File: src/rtl/seq_detect_param_if.sv
// rtl/seq_detect_param_if.sv - serial detector bus: data/enable, pattern load, counter control and status
interface seq_detect_param_if #(
    parameter int PAT_W = 4,
    parameter int CNT_W = 8
);
    logic             en;
    logic             in;
    logic             pat_load;
    logic [PAT_W-1:0] pat_in;
    logic             cnt_clr;
    logic             out;
    logic [CNT_W-1:0] match_cnt;
    logic             cnt_sat;

    modport master (
        output en, in, pat_load, pat_in, cnt_clr,
        input  out, match_cnt, cnt_sat
    );

    modport slave (
        input  en, in, pat_load, pat_in, cnt_clr,
        output out, match_cnt, cnt_sat
    );
endinterface

File: src/rtl/seq_detect_param.sv
// rtl/seq_detect_param.sv - parameterised serial pattern detector, optional match counter under SEQDET_COUNT_EN
module seq_detect_param #(
    parameter int               PAT_W   = 4,
    parameter logic [PAT_W-1:0] PATTERN = 4'b1101,
    parameter int               OVERLAP = 1,
    parameter int               CNT_W   = 8
) (
    input logic                clk,
    input logic                reset_n,
    seq_detect_param_if.slave  bus
);
    localparam int             FW       = $clog2(PAT_W);
    localparam logic [FW-1:0]  FILL_MAX = FW'(PAT_W - 1);

    logic [PAT_W-2:0] hist_q, hist_d;
    logic [FW-1:0]    fill_q, fill_d;
    logic [PAT_W-1:0] pat_q, pat_d;
    logic [PAT_W-1:0] window;
    logic             match;

    // Candidate window is the stored history plus the bit on the wire this cycle (zero latency).
    always_comb begin
        window = {hist_q, bus.in};
        match  = reset_n & bus.en & ~bus.pat_load & (fill_q == FILL_MAX) & (window == pat_q);
    end

    assign bus.out = match;

    // Next-state: pattern load discards the bit and restarts filling; otherwise shift on consumed bits.
    always_comb begin
        hist_d = hist_q;
        fill_d = fill_q;
        pat_d  = pat_q;
        if (bus.pat_load) begin
            pat_d  = bus.pat_in;
            fill_d = '0;
        end else if (bus.en) begin
            hist_d = window[PAT_W-2:0];
            if (match && (OVERLAP == 0)) begin
                fill_d = '0;
            end else if (fill_q != FILL_MAX) begin
                fill_d = fill_q + 1'b1;
            end
        end
    end

    // History, fill level and pattern registers; reset outranks every other control.
    always_ff @(posedge clk) begin
        if (!reset_n) begin
            hist_q <= '0;
            fill_q <= '0;
            pat_q  <= PATTERN;
        end else begin
            hist_q <= hist_d;
            fill_q <= fill_d;
            pat_q  <= pat_d;
        end
    end

`ifdef SEQDET_COUNT_EN
    logic [CNT_W-1:0] cnt_q, cnt_d;

    // Saturating match counter; a clear in the same cycle as a match wins.
    always_comb begin
        cnt_d = cnt_q;
        if (bus.cnt_clr) begin
            cnt_d = '0;
        end else if (match && (cnt_q != {CNT_W{1'b1}})) begin
            cnt_d = cnt_q + 1'b1;
        end
    end

    // Counter register.
    always_ff @(posedge clk) begin
        if (!reset_n) begin
            cnt_q <= '0;
        end else begin
            cnt_q <= cnt_d;
        end
    end

    assign bus.match_cnt = cnt_q;
    assign bus.cnt_sat   = &cnt_q;
`else
    logic unused_cnt_clr;
    assign unused_cnt_clr = bus.cnt_clr;
    assign bus.match_cnt  = '0;
    assign bus.cnt_sat    = 1'b0;
`endif
endmodule

File: src/flat_wrapper.sv
// flat-port wrapper written by rule: the top's interface ports become plain ports
module seq_detect_param_flat 
#(
    parameter int               PAT_W   = 4,
    parameter logic [PAT_W-1:0] PATTERN = 4'b1101,
    parameter int               OVERLAP = 1,
    parameter int               CNT_W   = 8
)
  (clk, reset_n, bus_en, bus_in, bus_pat_load, bus_pat_in, bus_cnt_clr, bus_out, bus_match_cnt, bus_cnt_sat);
  seq_detect_param_if #(.PAT_W(PAT_W), .CNT_W(CNT_W)) bus_i ();
  input logic clk;
  input logic reset_n;
  input wire logic [$bits(bus_i.en)-1:0] bus_en;
  input wire logic [$bits(bus_i.in)-1:0] bus_in;
  input wire logic [$bits(bus_i.pat_load)-1:0] bus_pat_load;
  input wire logic [$bits(bus_i.pat_in)-1:0] bus_pat_in;
  input wire logic [$bits(bus_i.cnt_clr)-1:0] bus_cnt_clr;
  output wire logic [$bits(bus_i.out)-1:0] bus_out;
  output wire logic [$bits(bus_i.match_cnt)-1:0] bus_match_cnt;
  output wire logic [$bits(bus_i.cnt_sat)-1:0] bus_cnt_sat;
  assign bus_i.en = bus_en;
  assign bus_i.in = bus_in;
  assign bus_i.pat_load = bus_pat_load;
  assign bus_i.pat_in = bus_pat_in;
  assign bus_i.cnt_clr = bus_cnt_clr;
  assign bus_out = bus_i.out;
  assign bus_match_cnt = bus_i.match_cnt;
  assign bus_cnt_sat = bus_i.cnt_sat;
  seq_detect_param #(.PAT_W(PAT_W), .PATTERN(PATTERN), .OVERLAP(OVERLAP), .CNT_W(CNT_W)) u_core (.clk(clk), .reset_n(reset_n), .bus(bus_i));
endmodule
File: config.mk
export PLATFORM = sky130hd
export DESIGN_NAME = seq_detect_param_flat
export DESIGN_NICKNAME = d
export VERILOG_FILES = /design/src/rtl/seq_detect_param_if.sv /design/src/rtl/seq_detect_param.sv /design/src/flat_wrapper.sv
export SDC_FILE = /design/constraint.sdc
export NUM_CORES = 1
export LEC_CHECK = 0
export CORE_MARGIN = 3
export CORE_UTILIZATION = 36
export CTS_CLUSTER_SIZE = 25
export DETAILED_ROUTE_END_ITERATION = 12
export GPL_ROUTABILITY_DRIVEN = 0
export PLACE_DENSITY = 0.78
export SLEW_MARGIN = 40
export SYNTH_ARGS = -nofsm -noshare
export SYNTH_HDL_FRONTEND = slang
export SYNTH_SLANG_ARGS = --single-unit
File: constraint.sdc
create_clock -name clk -period 1 [get_ports clk]
set_input_delay 0.1 -clock clk [delete_from_list [all_inputs] [get_ports clk]]
set_output_delay 0.1 -clock clk [all_outputs]
set_load 0.03 [all_outputs]
==> results of run 1 <==
-- cells in the mapped netlist --
cell      n
mux2i_1   8
ha_1      1
buf_6     1
nand2b_1  1
dfxtp_1   9
nor2_1    2
conb_1    1
nand4_1   1
nand2_1   3
xor2_1    3
xnor2_1   2
nor2b_4   1
nor2b_1   5
buf_4     9
nor4_2    1
-- sequential cells by signal, indices dropped and copies added (netlist names) --
name	flops
u_core.fill_q	2
u_core.hist_q	3
u_core.pat_q	4
-- critical path, cell delays in order --
cell and delay [ns]:
clkdlybuf4s50_1 0.48, nor2b_4 0.16, nand4_1 0.15, nor4_4 0.17
buf_6 0.17
-- how the worst max path moves through the flow --
stage | from | end | slack [ns]
after floorplan | u_core.fill_q[0] | bus_out | -0.08
after global placement | bus_en | bus_out | -0.31
after detailed placement | bus_en | bus_out | -0.33
after CTS | u_core.pat_q[2] | bus_out | -0.35
after global routing | u_core.hist_q[1] | bus_out | -0.43
final | bus_en | bus_out | -0.33
-- cell type report --
| type | count | area (µm²) |
|---|---|---|
| clock buffers | 4 | 26.3 |
| fillers | 109 | 495 |
| multi-input cells | 37 | 303 |
| flip-flops and latches | 9 | 185 |
| well taps | 14 | 17.5 |
| repair buffers | 17 | 159 |
-- power by group through the flow --
stage	logic, mW	clock network [mW]	registers [mW]
after floorplan	0.134	0	0.391
after global placement	0.161	0	0.391
after detailed placement	0.163	0	0.392
after CTS	0.169	0.292	0.387
after global routing	0.191	0.318	0.388
final	0.178	0.282	0.387
-- layer usage --
layer / part of all wire [%] / vias to the layer above
met5: 0 / -
met4: 0 / 0
met3: 15 / 0
met2: 42 / 21
met1: 43 / 155
li1: - / 175
-- repair_timing --
item,CTS,global route
resized for setup,11,2
buffers inserted,1,1
pin swaps,2,2
endpoints found under the setup margin,3,4
-- logic make-up after synthesis --
group         after synthesis  share of synthesized area (%)
fa+ha+maj                   1                           2.56
simple gates               14                           18.2
other cells                 1                          0.768
flops                       9                           36.9
xor+xnor                    5                           8.98
mux                         8                           16.4
buf+inv                    10                           16.2
-- per-stage QoR --
stage | setup TNS, ns | worst slack [ns]
final | -0.428 | -0.334
after global routing | -0.624 | -0.429
after CTS | -0.452 | -0.354
after detailed placement | -1.95 | -0.326
after global placement | -1.82 | -0.308
after floorplan | -0.120 | -0.0779
==> flow_summary_export.csv, run 1 <==
group,metric,value,unit
outcome,outcome,"finished with violations",
outcome,violations,"setup timing",
clock_network,clock_latency,0.26,ns
floorplanning,die_h,42.8,µm
clock_network,cts-root-buf,"clkbuf_4",
critical_path,required,0.90,ns
route,first_pass_iters,4,
timing,fin_ws,-0.334,ns
hold_path,hold_end,"u_core.pat_q[3]",
critical_path,reg2reg_to,"u_core.fill_q[1]",
hold_path,hp-start,"bus_pat_in[3]",
critical_path,crit_arrival,1.23,ns
route,routed_wl,816,µm
timing,finalCritPeriodShare,133,%
floorplanning,initial_core_util,41.1,%
pwr,combPwrFrac,21.0,%
critical_path,crit_type,"input pin to output pin",
clock_network,clock_sinks,9,
critical_path,end_kind,"output pin",
route,antenna_left,0,
timing,slew_violations,0,
place,placed_area,598,µm²
final_layout,finish.instance_area,691,µm²
pwr,p_sw,233,µW
place,dp_cells,75,
global_route,met2_usage,14.7,%
route,avgViaCountPerCell,4.33,
route,drt_iter0_drc,4,
final_layout,final_cell_mix,"conb_1 (9), mux2i_1 (8), clkdlybuf4s50_1 (8), buf_4 (6), dfxtp_1 (5)",
timing,fin_hold_ws,0.436,ns
pwr,p_int,614,µW
critical_path,r2r_cells,5,
pwr,switching_share,27.5,%
timing,grt_setup_unrepaired,"yes",
timing,finalHoldViolCount,0,
pwr,fin_total_pwr,847,µW
global_route,use_met1,10.7,%
synth,syn_area,488,µm²
route,vias,351,
floorplanning,dieArea,1830,µm²
final_layout,layout-drive-gt1-share,32.8,%
final_layout,syn2layout_area_growth,41.5,%
synth,synth_top_area_share,36.9,%
final_layout,finalNonFillerCells,81,
global_route,busiest_layer,"met2",
timing,finClkSkew,0.00601,ns
synth,yosysWarnings,0,
clock_network,cts_tree,"done",
route,drc,0,
critical_path,reg2reg_from,"u_core.fill_q[0]",
floorplanning,io_pins,20,
synth,synth_cell_type_count,15,
timing,max_freq,0.750,GHz
hold_path,hold_path_class,"input pin to flip-flop",
final_layout,diodes,0,
final_layout,final_common_cell,"conb_1",
synth,synth_area_leader_cell,"dfxtp_1",
pwr,p_leak,0.312,nW
synth,synth_seq_cells,9,
global_route,grt-ovfl-total,0,
synth,avgSynthCellArea,10.2,µm²
floorplanning,rows,12,
synth,synth-seq-area-share,36.9,%
hold_path,hold_path_depth,3,
global_route,antenna_found_initial,0,
clock_network,cts_buffers,3,
synth,synthCells,48,
pwr,clockPowerShare,33.3,%
global_route,grt_util_met3,9.32,%
final_layout,nets,79,
global_route,grt_max_degree,9,
floorplanning,core-area,1190,µm²
route,routedWlPerCell,10.1,µm
clock_network,clockBufferDepth,2,
pwr,p_seq_share,45.7,%
final_layout,fin_util,58.2,%
place,io_buffers,9,
timing,finalSetupViolations,3,
clock_network,cts_max_level,1,
clock_network,hold_buffers,0,
floorplanning,die_x,42.8,µm
global_route,grt_use_total,10.0,%
clock_network,clkTransAtPathRegs,0.06,ns
global_route,first_global_vias,310,
critical_path,r2r_slack,-0.08,ns
synth,synthTopCellsByArea,"dfxtp_1 (37%), mux2i_1 (16%), buf_4 (14%), nor2b_1 (6.4%), xor2_1 (5.4%)",
pwr,power.density,1230,nW/µm²
job,drv_cap,0,
critical_path,worstSetupStartpointType,"input pin",
place,place_hpwl,596,µm
global_route,grt_pass1_wl,1300,µm
pwr,ir_drop,738,µV
critical_path,path_max_fanout,2,
timing,min_period,1.33,ns
Power figures use the tool's default switching activity.
==> run 2: changes to the inputs <==
==> constraint.sdc (replaced) <==
create_clock -name clk -period 1 [get_ports clk]
set_input_delay 0.2 -clock clk [delete_from_list [all_inputs] [get_ports clk]]
set_output_delay 0.2 -clock clk [all_outputs]
set_load 0.03 [all_outputs]
==> flow_summary_export.csv, run 2 (synthesized netlist as in run 1, its figures left out) <==
group,metric,value,unit
global_route,busiest_layer,"met2",
floorplanning,core-area,1190,µm²
pwr,power.density,1230,nW/µm²
critical_path,crit_arrival,1.28,ns
pwr,p_int,610,µW
global_route,first_global_vias,305,
floorplanning,die_x,42.8,µm
timing,finalCritPeriodShare,148,%
final_layout,largest_register,"u_core.pat_q",
pwr,ir_drop,602,µV
timing,fin_ws,-0.481,ns
clock_network,cts_buffers,3,
global_route,grt_use_total,9.84,%
final_layout,layout-drive-gt1-share,29.9,%
global_route,antenna_found_initial,0,
timing,min_period,1.48,ns
place,io_buffers,9,
global_route,met2_usage,12.9,%
critical_path,slowest_delay,0.43,ns
route,avgViaCountPerCell,4.21,
route,first_pass_iters,2,
global_route,grt-ovfl-total,0,
pwr,switching_share,26.8,%
floorplanning,die_h,42.8,µm
route,vias,341,
critical_path,end_kind,"output pin",
timing,grt_setup_unrepaired,"yes",
critical_path,crit_chain,"clkdlybuf4s50_1 > xor2_1 > nor4_4 > buf_4",
clock_network,cts_max_level,1,
critical_path,crit_type,"input pin to output pin",
timing,finalSetupTns,-0.597,ns
place,place_hpwl,638,µm
clock_network,clkTransAtPathRegs,0.06,ns
global_route,grt_util_met3,4.66,%
critical_path,critPathBufInv,2,
outcome,outcome,"finished with violations",
critical_path,slowest_stage,"clkdlybuf4s50_1",
final_layout,syn2layout_area_growth,39.2,%
floorplanning,initial_core_util,41.1,%
timing,finClkSkew,0.000279,ns
route,drc,0,
clock_network,hold_buffers,0,
final_layout,reg_top3,"u_core.pat_q: 4 flops, u_core.hist_q: 3 flops, u_core.fill_q: 2 flops",
timing,slew_violations,0,
timing,max_freq,0.675,GHz
clock_network,cts_tree,"done",
pwr,p_sw,224,µW
route,routedWlPerCell,10.1,µm
clock_network,clockBufferDepth,2,
pwr,combPwrFrac,20.9,%
outcome,violations,"setup timing",
job,drv_cap,0,
route,routed_wl,819,µm
global_route,grt_max_degree,9,
floorplanning,rows,12,
final_layout,final_cell_mix,"conb_1 (9), mux2i_1 (8), clkdlybuf4s50_1 (6), buf_4 (6), dfxtp_1 (6)",
final_layout,nets,79,
final_layout,diodes,0,
global_route,grt_pass1_wl,1320,µm
timing,finalHoldViolCount,0,
final_layout,fillers,110,
clock_network,cts-root-buf,"clkbuf_4",
pwr,p_leak,0.307,nW
place,dp_cells,75,
pwr,p_seq_share,46.3,%
floorplanning,dieArea,1830,µm²
critical_path,worstSetupStartpointType,"input pin",
hold_path,hold_path_class,"flip-flop to flip-flop",
final_layout,final_common_cell,"conb_1",
route,drt_iter0_drc,4,
pwr,clockPowerShare,32.8,%
clock_network,clock_sinks,9,
route,antenna_left,0,
final_layout,finalNonFillerCells,81,
final_layout,largest_reg_flops,4,
critical_path,path_max_fanout,2,
floorplanning,io_pins,20,
critical_path,cp_top_family,"buffers and inverters",
critical_path,required,0.80,ns
clock_network,clock_latency,0.26,ns
global_route,use_met1,12.8,%
timing,finalSetupViolations,3,
[run 2: power by group through the flow]
stage               sequential (mW)  combinational, mW  clock, mW
floorplan                     0.391              0.134          0
global placement              0.391              0.161          0
global route                  0.388              0.189      0.309
detailed placement            0.392              0.164          0
CTS                           0.384              0.168      0.288
finish                        0.386              0.174      0.273
[run 2: layout make-up]
| cell class | count | area (µm²) | share of cell area, % |
|---|---|---|---|
| Multi-Input combinational cell | 37 | 295 | 43.5 |
| Sequential cell | 9 | 184 | 27.1 |
| Timing Repair Buffer | 17 | 156 | 23.0 |
| Clock buffer | 4 | 26.3 | 3.87 |
| Tap cell | 14 | 17.5 | 2.58 |
[run 2: through the flow]
step | cell area [µm²] | setup slack (ns) | power [mW] | hold WS [ns] | util (%)
final | 679 | -0.481 | 0.834 | 0.497 | 57.3
after global routing | 679 | -0.505 | 0.886 | 0.529 | 57.3
after CTS | 637 | -0.502 | 0.840 | 0.500 | 53.7
after detailed placement | 598 | -0.534 | 0.556 | 0.482 | 50.4
after global placement | 598 | -0.508 | 0.552 | 0.478 | 50.4
after floorplan | 527 | -0.194 | 0.525 | 0.262 | -
[run 2: routing by layer]
metal  vias up  share of wire, %  wire length [µm]
li1        177                 -                 -
met1       149                45               368
met2        15                45               371
met3         0               9.5                78
met4         0                 0                 0
met5         -                 0                 0
[run 2: final timing paths]
path | start | endpoint | slack [ns] | depth (start not counted)
max | bus_in | bus_out | -0.48 | 4
min | u_core.pat_q[0] | u_core.pat_q[0] | 0.50 | 2
max reg2reg | u_core.fill_q[0] | u_core.fill_q[1] | -0.10 | 5
min reg2reg | u_core.pat_q[0] | u_core.pat_q[0] | 0.50 | 2
[run 2: timing repair]
action,in CTS,in global routing
setup endpoints to repair,7,3
setup buffers,1,1
gates resized for setup,4,9
pin swaps,1,2
[run 2: worst min-delay path: cells and delay by family (launching register included)]
family | cells | cell delay, ns
DFF | 1 | 0.34
muxes | 1 | 0.07
and+or+nand+nor | 1 | 0.06
